## src/rtl/bus_arb.sv

```systemverilog
// Two-master burst arbiter: 1-cycle request latency, grant held for the whole burst, loser stalls with req_ready=0.
// Define BUS_ARB_RR_EN for round-robin tie-breaking; otherwise master 0 wins ties.
module bus_arb #(
  parameter int MAX_LEN = 4,
  parameter int ADDR_W  = 32
) (
  input  logic              clk_i,
  input  logic              rst_i,
  input  logic              m0_req_valid,
  output logic              m0_req_ready,
  input  logic [2:0]        m0_req_len,
  input  logic [3:0]        m0_req_mask,
  input  logic [ADDR_W-1:0] m0_req_addr,
  input  logic              m0_req_we,
  input  logic              m0_write_valid,
  input  logic [31:0]       m0_write_data,
  output logic              m0_read_valid,
  output logic [31:0]       m0_read_data,
  input  logic              m0_read_ack,
  input  logic              m1_req_valid,
  output logic              m1_req_ready,
  input  logic [2:0]        m1_req_len,
  input  logic [3:0]        m1_req_mask,
  input  logic [ADDR_W-1:0] m1_req_addr,
  input  logic              m1_req_we,
  input  logic              m1_write_valid,
  input  logic [31:0]       m1_write_data,
  output logic              m1_read_valid,
  output logic [31:0]       m1_read_data,
  input  logic              m1_read_ack,
  output logic              s_req_valid,
  input  logic              s_req_ready,
  output logic [2:0]        s_req_len,
  output logic [3:0]        s_req_mask,
  output logic [ADDR_W-1:0] s_req_addr,
  output logic              s_req_we,
  output logic              s_write_valid,
  output logic [31:0]       s_write_data,
  input  logic              s_read_valid,
  input  logic [31:0]       s_read_data,
  output logic              s_read_ack,
  output logic [1:0]        grant,
  output logic              busy
);

  typedef enum logic [1:0] {IDLE, REQ, WDATA, RDATA} state_t;

  localparam logic [2:0] MAX_L = 3'(MAX_LEN);

  state_t              state_q;
  logic [1:0]          grant_q;
  logic                busy_q;
  logic [2:0]          beats_q;
  logic                s_req_valid_q;
  logic [2:0]          s_req_len_q;
  logic [3:0]          s_req_mask_q;
  logic [ADDR_W-1:0]   s_req_addr_q;
  logic                s_req_we_q;

  logic                sel1;
  logic [2:0]          win_len;
  logic [2:0]          eff_len;
  logic                hs;
  logic                wr_phase;
  logic                rd_phase;

`ifdef BUS_ARB_RR_EN
  logic last_owner_q;
  // Ties go to whichever master did not own the previous transaction.
  assign sel1 = m1_req_valid & (~m0_req_valid | ~last_owner_q);
`else
  assign sel1 = m1_req_valid & ~m0_req_valid;
`endif

  assign win_len = sel1 ? m1_req_len : m0_req_len;
  assign eff_len = (win_len == 3'd0) ? 3'd1 : ((win_len > MAX_L) ? MAX_L : win_len);

  assign hs       = s_req_valid_q & s_req_ready;
  assign wr_phase = (state_q == WDATA);
  assign rd_phase = (state_q == RDATA);

  assign m0_req_ready  = grant_q[0] & hs;
  assign m1_req_ready  = grant_q[1] & hs;
  assign s_write_valid = wr_phase & ((grant_q[0] & m0_write_valid) | (grant_q[1] & m1_write_valid));
  assign s_write_data  = grant_q[1] ? m1_write_data : m0_write_data;
  assign m0_read_valid = rd_phase & grant_q[0] & s_read_valid;
  assign m1_read_valid = rd_phase & grant_q[1] & s_read_valid;
  assign m0_read_data  = s_read_data;
  assign m1_read_data  = s_read_data;
  assign s_read_ack    = rd_phase & ((grant_q[0] & m0_read_ack) | (grant_q[1] & m1_read_ack));

  assign s_req_valid = s_req_valid_q;
  assign s_req_len   = s_req_len_q;
  assign s_req_mask  = s_req_mask_q;
  assign s_req_addr  = s_req_addr_q;
  assign s_req_we    = s_req_we_q;
  assign grant       = grant_q;
  assign busy        = busy_q;

  always_ff @(posedge clk_i) begin
    if (rst_i) begin
      state_q       <= IDLE;
      grant_q       <= 2'b00;
      busy_q        <= 1'b0;
      beats_q       <= 3'd0;
      s_req_valid_q <= 1'b0;
      s_req_len_q   <= 3'd0;
      s_req_mask_q  <= 4'd0;
      s_req_addr_q  <= '0;
      s_req_we_q    <= 1'b0;
`ifdef BUS_ARB_RR_EN
      last_owner_q  <= 1'b1;
`endif
    end else begin
      case (state_q)
        IDLE: begin
          if (m0_req_valid | m1_req_valid) begin
            state_q       <= REQ;
            busy_q        <= 1'b1;
            grant_q       <= sel1 ? 2'b10 : 2'b01;
            s_req_valid_q <= 1'b1;
            s_req_len_q   <= eff_len;
            s_req_mask_q  <= sel1 ? m1_req_mask : m0_req_mask;
            s_req_addr_q  <= sel1 ? m1_req_addr : m0_req_addr;
            s_req_we_q    <= sel1 ? m1_req_we : m0_req_we;
`ifdef BUS_ARB_RR_EN
            last_owner_q  <= sel1;
`endif
          end
        end
        REQ: begin
          if (hs) begin
            s_req_valid_q <= 1'b0;
            beats_q       <= s_req_len_q;
            state_q       <= s_req_we_q ? WDATA : RDATA;
          end
        end
        WDATA, RDATA: begin
          if (s_write_valid | (s_read_valid & s_read_ack)) begin
            if (beats_q == 3'd1) begin
              state_q <= IDLE;
              grant_q <= 2'b00;
              busy_q  <= 1'b0;
              beats_q <= 3'd0;
            end else begin
              beats_q <= beats_q - 3'd1;
            end
          end
        end
        default: state_q <= IDLE;
      endcase
    end
  end

endmodule

```

## config.mk

```make
export PLATFORM = sky130hd
export DESIGN_NAME = bus_arb
export DESIGN_NICKNAME = d
export VERILOG_FILES = /design/src/rtl/bus_arb.sv
export SDC_FILE = /design/constraint.sdc
export NUM_CORES = 1
export LEC_CHECK = 0
export ABC_CLOCK_PERIOD_IN_PS = 4300
export CAP_MARGIN = 40
export CORE_AREA = 2 2 129 131
export CTS_CLUSTER_SIZE = 8
export DETAILED_ROUTE_END_ITERATION = 8
export DIE_AREA = 0 0 131 133
export PLACE_DENSITY_LB_ADDON = 0.12
export SLEW_MARGIN = 20
export SYNTH_ARGS = -nofsm -noshare
export SYNTH_HDL_FRONTEND = slang
export SYNTH_SLANG_ARGS = --single-unit
```

## constraint.sdc

```tcl
create_clock -name clk_i -period 4.3 [get_ports clk_i]
set_clock_uncertainty 0.1 [all_clocks]
set_input_delay 0.86 -clock clk_i [delete_from_list [all_inputs] [get_ports clk_i]]
set_output_delay 0.86 -clock clk_i [all_outputs]
set_load 0.02 [all_outputs]
```

==> results of run 1 <==
## worst reg2reg max path, stage by stage (launching register included)
cell	delay, ns
sky130_fd_sc_hd__dfxtp_1	0.67
sky130_fd_sc_hd__a22o_1	0.31
sky130_fd_sc_hd__nor2_1	0.06
sky130_fd_sc_hd__a211oi_1	0.53
sky130_fd_sc_hd__o41ai_1	0.12
## layout by cell type, fill, tap and decap left out, types with 2 or more instances in the layout
master	netlist	layout
sky130_fd_sc_hd__a211oi_1	7	7
sky130_fd_sc_hd__clkdlybuf4s50_1	0	234
sky130_fd_sc_hd__clkbuf_16	0	5
sky130_fd_sc_hd__a22o_1	2	2
sky130_fd_sc_hd__mux2i_1	39	39
sky130_fd_sc_hd__mux2_2	32	32
sky130_fd_sc_hd__nor2_1	53	53
sky130_fd_sc_hd__buf_4	70	6
sky130_fd_sc_hd__a31oi_1	4	4
sky130_fd_sc_hd__clkinv_2	0	2
sky130_fd_sc_hd__dfxtp_1	49	49
sky130_fd_sc_hd__nand2_1	6	6
sky130_fd_sc_hd__inv_1	6	6
sky130_fd_sc_hd__o21ai_0	3	3
sky130_fd_sc_hd__nand3_1	3	3
sky130_fd_sc_hd__ha_1	2	2
sky130_fd_sc_hd__o41ai_1	2	2
sky130_fd_sc_hd__o221ai_1	2	2
sky130_fd_sc_hd__nand2b_1	4	3
sky130_fd_sc_hd__a211oi_2	35	35
sky130_fd_sc_hd__buf_12	0	2
sky130_fd_sc_hd__nor3_1	4	4
sky130_fd_sc_hd__a21oi_1	8	8
sky130_fd_sc_hd__nor2b_1	2	2
## synth_stat cells, drive strengths merged
cell type,n
o21bai,1
a31oi,4
mux2,32
nand2b,4
o221a,1
buf,88
and3,1
nand2,6
o41ai,2
a21o,1
o31ai,1
mux2i,39
nor3b,1
a22o,2
a211oi,42
o221ai,2
dfxtp,49
clkbuf,4
ha,2
nor3,5
a22oi,1
inv,6
a21oi,8
nor2b,2
or3b,1
nor2,53
nand3,3
o21ai,3
## flip-flops by register name (all words and copies together), names as in the netlist
name,flops
s_req_we,1
beats_q,3
state_q,2
s_req_len,3
busy,1
s_req_valid,1
s_req_addr,32
s_req_mask,4
grant,2
## worst max path at each step
stage	startpoint	end	slack [ns]
5_1_grt	m0_write_valid	s_write_valid	0.90
3_5_place_dp	m0_write_valid	s_write_valid	0.94
6_report	m0_write_valid	s_write_valid	0.95
3_3_place_gp	m0_write_valid	s_write_valid	0.93
4_1_cts	m0_write_valid	s_write_valid	0.94
2_1_floorplan	m0_write_valid	s_write_valid	1.97
## logic make-up after synthesis
family,count (synthesis)
buffers and inverters,98
and+or+nand+nor,76
muxes,71
AOI/OAI and AO/OA,68
DFF,49
adders and majority gates,2
## layer usage
layer / vias up / GRT usage [%] / wire length, µm / part of all wire [%]
met5: - / 0 / 0 / 0
met4: 0 / 3.96 / 242 / 2.2
met3: 18 / 6.23 / 1300 / 12
met2: 156 / 22.2 / 5760 / 52
met1: 1409 / 12.0 / 3750 / 34
li1: 1529 / - / - / -
## power breakdown
part           internal, mW  switching [mW]  leakage [nW]  total, mW
logic                 0.345           0.275          1.67      0.620
registers             0.504          0.0368         0.406      0.541
clock network         0.214           0.179        0.0696      0.393
## metrics by stage
| stage | area, µm² | hold WS, ns | power (mW) |
|---|---|---|---|
| detailed placement | 5470 | 0.381 | 1.18 |
| finish | 5630 | 0.387 | 1.55 |
| CTS | 5610 | 0.389 | 1.59 |
| global route | 5630 | 0.427 | 1.65 |
| global placement | 5470 | 0.365 | 1.17 |
| floorplan | 3440 | 0.350 | 0.951 |
## area by class of cell
| cell class | instances | area (µm²) |
|---|---|---|
| Clock buffer | 5 | 125 |
| Sequential cell | 49 | 981 |
| Timing Repair Buffer | 243 | 2430 |
| Clock inverter | 3 | 17.5 |
| Tap cell | 220 | 275 |
| Fill cell | 1634 | 10500 |
| Multi-Input combinational cell | 217 | 1780 |
| Inverter | 6 | 22.5 |
==> qor.txt, run 1 <==
SYNTHESIS
----------------------------------------------------------------------------------------
Largest family of logic cells by synthesized area ......................... multiplexers
Post-synthesis compound-gate area fraction ................................        19.3%
Post-Syn Nets .............................................................          552
Mux share of post-synthesis cell area .....................................        21.8%
Synth Cell Area ...........................................................  0.00344 mm²
Adder and majority cell fraction of the synthesized area ..................       0.727%
Share of synthesized area occupied by flip-flops and latches ..............        28.5%
Flip-flop and latch count after synthesis .................................           49
Simple-gate share of the synthesized area .................................        9.67%
Share of the synthesized area in the top cell type ........................        28.5%
Synth warnings ............................................................            0
Cell taking the most area after synthesis ................................. sky130_fd_sc_hd__dfxtp_1
Post-synthesis cell count .................................................          364
Synth area leaders ........................................................ sky130_fd_sc_hd__dfxtp_1 28%, sky130_fd_sc_hd__buf_4 15%, sky130_fd_sc_hd__a211oi_2 13%
Post-synth cell types .....................................................           33
Xor/xnor share of the synthesized area ....................................           0%
Post-synthesis area per instance ..........................................     9.46 µm²

TIMING
----------------------------------------------------------------------------------------
Maximum operating frequency ...............................................      298 MHz
Setup repair after global routing missed its margin .......................        false
Setup Viol. Count Final ...................................................            0
Sum of negative setup slack ...............................................         0 ns
Portion of the clock cycle consumed by the worst path in the final layout .        77.9%
Final worst-path setup slack ..............................................     0.949 ns
Relative max-transition margin ............................................        52.0%
Clock period minus final worst setup slack ................................      3.35 ns
Hold Vio Cnt, Final .......................................................            0
Slew at the pin with the worst max-slew slack .............................     0.719 ns
Max-slew violations .......................................................            0

DRT
----------------------------------------------------------------------------------------
Routed Wire Length ........................................................      11.1 mm
Routed wire per std cell ..................................................      14.9 µm
Pre-Repair DR Iteration Count .............................................            4
Initial detailed-routing violation count ..................................           89
Number of vias per cell ...................................................         4.19
Remaining DRCs ............................................................            0
Total number of vias ......................................................         3112
Count of antenna-violating nets left after detailed routing ...............            0

WORST SETUP PATH
----------------------------------------------------------------------------------------
Reg-to-reg critical path endpoint .........................................     grant[0]
Critical Path Max Stage Delay .............................................      0.63 ns
Slowest stage cell on the critical path ................................... sky130_fd_sc_hd__clkdlybuf4s50_1
Buffers & Inverters on Critical Path ......................................            2
Critical path capture point type ..........................................  output port
Worst path required time ..................................................      3.34 ns
Cells on worst reg2reg path ...............................................            4
Cell count along the critical path ........................................            5
CP Max Fanout .............................................................            4
Cell mode on critical path ................................................ sky130_fd_sc_hd__clkdlybuf4s50_1
Critical-path cell list ................................................... clkdlybuf4s50_1 -> a22o_1 -> nand2_1 -> nor2_1 -> clkdlybuf4s50_1
Cell family with the largest share of critical-path delay ................. buffers and inverters
Setup crit start kind .....................................................   input port
Critical path arrival .....................................................      2.39 ns
Critical R2R Launch .......................................................     grant[1]
Worst reg-to-reg setup slack ..............................................      2.39 ns
Critical path type ........................................................ input port to output port

PLACEMENT
----------------------------------------------------------------------------------------
DP Worst Slack ............................................................     0.941 ns
Count of buffers inserted at the top-level ports ..........................          235
Detailed-placement wirelength estimate ....................................      8.92 mm
Weighted congestion reported at the end of routability-driven placement ...        0.750
Number of placed cells counting well taps .................................          734

CLOCK TREE
----------------------------------------------------------------------------------------
Clock-pin slew of the registers on the worst-case setup and hold paths ....      0.06 ns
Clock Sink Count ..........................................................           49
Clock buffer depth ........................................................            2
Number of clock buffers inserted by TritonCTS .............................            5
Clock Latency Late Sink ...................................................      0.30 ns
Quantity of hold-fixing buffers added after cts ...........................            0
Number of H-tree branching levels .........................................            2
Number of buffers inserted to repair setup after CTS ......................            0
Clock root buffer ......................................................... sky130_fd_sc_hd__clkbuf_16
TritonCTS clock tree ......................................................        built
Number of resized instances in the post-cts repair step ...................            0

OUTCOME
----------------------------------------------------------------------------------------
Status ....................................................................    completed

MIN PATH
----------------------------------------------------------------------------------------
Class of the most critical hold timing path ............................... register to register
Origin of the worst min-delay path ........................................   beats_q[1]
End point of the most critical hold path ..................................   beats_q[1]
Number of cells traversed by the worst hold path ..........................            2

DIE
----------------------------------------------------------------------------------------
Site Rows .................................................................           47
Core Area .................................................................   0.0162 mm²
Die extent in y ...........................................................       133 µm
Die Wd ....................................................................       131 µm
Effective utilization at floorplan ........................................        21.3%
Die ar. ...................................................................   0.0174 mm²
Io pins ...................................................................          332

FINISH
----------------------------------------------------------------------------------------
Share of post-route cells with drive strength above 1 .....................        16.8%
Utilization after layout ..................................................        34.8%
Area growth syn-to-layout .................................................        63.5%
Number of nets in the finished design .....................................          710
ANT cells .................................................................            0
Final cell count without fillers ..........................................          743

GLOBAL ROUTE
----------------------------------------------------------------------------------------
Wire length of the first global-routing pass ..............................      16.4 mm
Remaining global-route overflow ...........................................            0
Largest net degree at the start of global routing .........................           46
Number of global-route vias before repair .................................         3166
Total GRT Usage ...........................................................        12.3%
Number of antenna violations at the first check in global routing .........            0

JOB
----------------------------------------------------------------------------------------
Total of max-cap violations ...............................................            0

POWER AND IR DROP
----------------------------------------------------------------------------------------
Peak ir drop on the vdd network ...........................................       144 µV
Leakage Power .............................................................      2.14 nW
Power Density .............................................................   276 mW/mm²

(Power assumes the default switching activity.)
==> inputs of run 2 (changes only) <==
--- a/config.mk
+++ b/config.mk
@@ -5,12 +5,12 @@
 export SDC_FILE = /design/constraint.sdc
 export NUM_CORES = 1
 export LEC_CHECK = 0
-export ABC_CLOCK_PERIOD_IN_PS = 4300
+export ABC_CLOCK_PERIOD_IN_PS = 3050
 export CAP_MARGIN = 40
-export CORE_AREA = 2 2 129 131
+export CORE_AREA = 2 2 128 130
 export CTS_CLUSTER_SIZE = 8
 export DETAILED_ROUTE_END_ITERATION = 8
-export DIE_AREA = 0 0 131 133
+export DIE_AREA = 0 0 130 132
 export PLACE_DENSITY_LB_ADDON = 0.12
 export SLEW_MARGIN = 20
 export SYNTH_ARGS = -nofsm -noshare
==> constraint.sdc (replaced) <==
create_clock -name clk_i -period 3.05 [get_ports clk_i]
set_clock_uncertainty 0.1 [all_clocks]
set_input_delay 0.61 -clock clk_i [delete_from_list [all_inputs] [get_ports clk_i]]
set_output_delay 0.61 -clock clk_i [all_outputs]
set_load 0.02 [all_outputs]
==> run 2 against run 1 <==
  * Sequential power is 40% higher
  * Count of clock-buffer cells in the layout is 2 higher
  * Worst hold slack better by 0.0076 ns
  * Global-route usage is 0.25 points higher
  * Critical path type unchanged
  * Utilization is 1.0 points higher
  * Clock power is 43% higher
  * Register-to-register slack worse by 1.2 ns
  * Highest routed layer unchanged
==> qor.txt, run 2 (synthesis results as in run 1) <==
POWER AND IR DROP
----------------------------------------------------------------------------------------
Power Density .............................................................   391 mW/mm²   +42%
Leakage Power .............................................................      2.14 nW   -0.12%
Peak ir drop on the vdd network ...........................................       184 µV   +27%

TIMING
----------------------------------------------------------------------------------------
Setup Viol. Count Final ...................................................            0   unchanged
Relative max-transition margin ............................................        56.1%   +4.1 points
Clock period minus final worst setup slack ................................      2.85 ns
Max-slew violations .......................................................            0   unchanged
Portion of the clock cycle consumed by the worst path in the final layout .        93.4%
Sum of negative setup slack ...............................................         0 ns   unchanged
Maximum operating frequency ...............................................      351 MHz
Setup repair after global routing missed its margin .......................        false
Hold Vio Cnt, Final .......................................................            0   unchanged
Slew at the pin with the worst max-slew slack .............................     0.655 ns   -0.0644 ns

WORST SETUP PATH
----------------------------------------------------------------------------------------
Setup crit start kind .....................................................   input port
Slowest stage cell on the critical path ................................... sky130_fd_sc_hd__clkdlybuf4s50_1
Critical-path cell list ................................................... clkdlybuf4s50_1 -> a22o_1 -> nand2_1 -> nor2_1 -> clkdlybuf4s50_1
Critical path capture point type ..........................................  output port
Cell mode on critical path ................................................ sky130_fd_sc_hd__clkdlybuf4s50_1
Critical Path Max Stage Delay .............................................      0.64 ns   about the same
CP Max Fanout .............................................................            4   unchanged
Buffers & Inverters on Critical Path ......................................            2   unchanged
Cells on worst reg2reg path ...............................................            4   unchanged
Worst path required time ..................................................      2.34 ns   -1.00 ns
Critical path arrival .....................................................      2.14 ns   -0.25 ns
Worst reg-to-reg setup slack ..............................................      1.16 ns   -1.23 ns
Critical path type ........................................................ input port to output port
Cell count along the critical path ........................................            5   unchanged
Cell family with the largest share of critical-path delay ................. buffers and inverters

DIE
----------------------------------------------------------------------------------------
Effective utilization at floorplan ........................................        21.9%   +0.62 points
Die Wd ....................................................................       130 µm   -0.76%
Die ar. ...................................................................   0.0172 mm²   -1.5%
Die extent in y ...........................................................       132 µm   -0.75%
Io pins ...................................................................          332   unchanged
Core Area .................................................................   0.0157 mm²   -2.8%
Site Rows .................................................................           46   -2.1%

DRT
----------------------------------------------------------------------------------------
Total number of vias ......................................................         3121   +0.29%
Remaining DRCs ............................................................            0   unchanged
Pre-Repair DR Iteration Count .............................................            4   unchanged
Number of vias per cell ...................................................         4.23   +1.1%
Routed Wire Length ........................................................      11.2 mm   +1.0%
Routed wire per std cell ..................................................      15.1 µm   +1.8%
Count of antenna-violating nets left after detailed routing ...............            0   unchanged
Initial detailed-routing violation count ..................................           80   -10%

CLOCK TREE
----------------------------------------------------------------------------------------
Clock buffer depth ........................................................            2   unchanged
Quantity of hold-fixing buffers added after cts ...........................            0   unchanged
TritonCTS clock tree ......................................................        built
Number of resized instances in the post-cts repair step ...................            0   unchanged
Clock Sink Count ..........................................................           49   unchanged
Clock root buffer ......................................................... sky130_fd_sc_hd__clkbuf_16
Number of H-tree branching levels .........................................            2   unchanged
Number of clock buffers inserted by TritonCTS .............................            5   unchanged
Number of buffers inserted to repair setup after CTS ......................            0   unchanged
Clock-pin slew of the registers on the worst-case setup and hold paths ....      0.06 ns   about the same
Clock Latency Late Sink ...................................................      0.29 ns   about the same

FINISH
----------------------------------------------------------------------------------------
Number of nets in the finished design .....................................          709   -0.14%
Final design area excluding fillers .......................................  0.00563 mm²   unchanged
ANT cells .................................................................            0   unchanged
Flip-flop and latch area ..................................................      981 µm²   unchanged
Utilization after layout ..................................................        35.8%   +1.0 points
FILL cells ................................................................         1574   -3.7%
Most used cells in the layout excluding fill and tap cells ................ 234 x sky130_fd_sc_hd__clkdlybuf4s50_1, 53 x sky130_fd_sc_hd__nor2_1, 49 x sky130_fd_sc_hd__dfxtp_1, 39 x sky130_fd_sc_hd__mux2i_1, 35 x sky130_fd_sc_hd__a211oi_2
Largest register FFs ......................................................           32   unchanged
Area growth syn-to-layout .................................................        63.5%   unchanged
Area taken by multi-input logic gates .....................................  0.00178 mm²   unchanged
Share of post-route cells with drive strength above 1 .....................        16.3%   -0.51 points
Leading cell type in the layout, fill and taps excluded ................... sky130_fd_sc_hd__clkdlybuf4s50_1

OUTCOME
----------------------------------------------------------------------------------------
Status ....................................................................    completed

PLACEMENT
----------------------------------------------------------------------------------------
Count of buffers inserted at the top-level ports ..........................          235   unchanged
Detailed-placement wirelength estimate ....................................      8.96 mm   +0.44%
Weighted congestion reported at the end of routability-driven placement ...        0.772   +2.8%
Area after detailed placement .............................................  0.00549 mm²   +0.37%

GLOBAL ROUTE
----------------------------------------------------------------------------------------
Number of global-route vias before repair .................................         3261   +3.0%
Wire length of the first global-routing pass ..............................      17.0 mm   +3.8%
Total GRT Usage ...........................................................        12.5%   +0.25 points
Number of antenna violations at the first check in global routing .........            0   unchanged
Largest net degree at the start of global routing .........................           84   +83%
Remaining global-route overflow ...........................................            0   unchanged

JOB
----------------------------------------------------------------------------------------
Total of max-cap violations ...............................................            0   unchanged

MIN PATH
----------------------------------------------------------------------------------------
Class of the most critical hold timing path ............................... register to register
Number of cells traversed by the worst hold path ..........................            2   unchanged

[run 2: worst paths after layout]
| check | start | endpoint |
|---|---|---|
| max | m0_write_valid | s_write_valid |
| min | beats_q[1] | beats_q[1] |
| max reg2reg | grant[1] | grant[1] |
| min reg2reg | beats_q[1] | beats_q[1] |
[run 2: where the power goes]
| group | leakage [nW] | internal [mW] | switching, mW |
|---|---|---|---|
| combinational | 1.66 | 0.488 | 0.391 |
| clock | 0.0700 | 0.323 | 0.238 |
| sequential | 0.406 | 0.711 | 0.0495 |
[run 2: area by class of cell]
class | instances | share of cell area, %
tap | 216 | 4.80
inverter | 6 | 0.400
multi-input combinational | 217 | 31.5
clock buffer | 7 | 2.53
sequential | 49 | 17.4
timing repair buffer | 242 | 43.3
[run 2: per-layer routing]
layer	wire length, µm	vias up	global-route usage, %
met1	4020	1405	12.5
met5	0	-	0
met4	320	0	5.32
met2	5800	158	23.6
met3	1030	29	3.77
li1	-	1529	-
[run 2: per-stage QoR]
step	hold slack [ns]	setup WS [ns]	power [mW]	std cells
finish	0.395	0.200	2.20	737
detailed placement	0.384	0.210	1.67	730
global placement	0.366	0.217	1.66	730
CTS	0.394	0.199	2.25	737
floorplan	0.350	1.12	1.34	364
global route	0.408	0.144	2.33	737
[run 2: tightest hold or removal path: cells and delay by family, from the launching register on]
kind	cells	cell delay, ns
flops	1	0.31
compound gates	2	0.13
==> inputs of run 3 (changes only) <==
--- a/config.mk
+++ b/config.mk
@@ -8,7 +8,7 @@
 export ABC_CLOCK_PERIOD_IN_PS = 3050
 export CAP_MARGIN = 40
 export CORE_AREA = 2 2 128 130
-export CTS_CLUSTER_SIZE = 8
+export CTS_CLUSTER_SIZE = 30
 export DETAILED_ROUTE_END_ITERATION = 8
 export DIE_AREA = 0 0 130 132
 export PLACE_DENSITY_LB_ADDON = 0.12
==> results of run 3 <==
The final DEF is identical to that of run 2; final timing and power are the same.
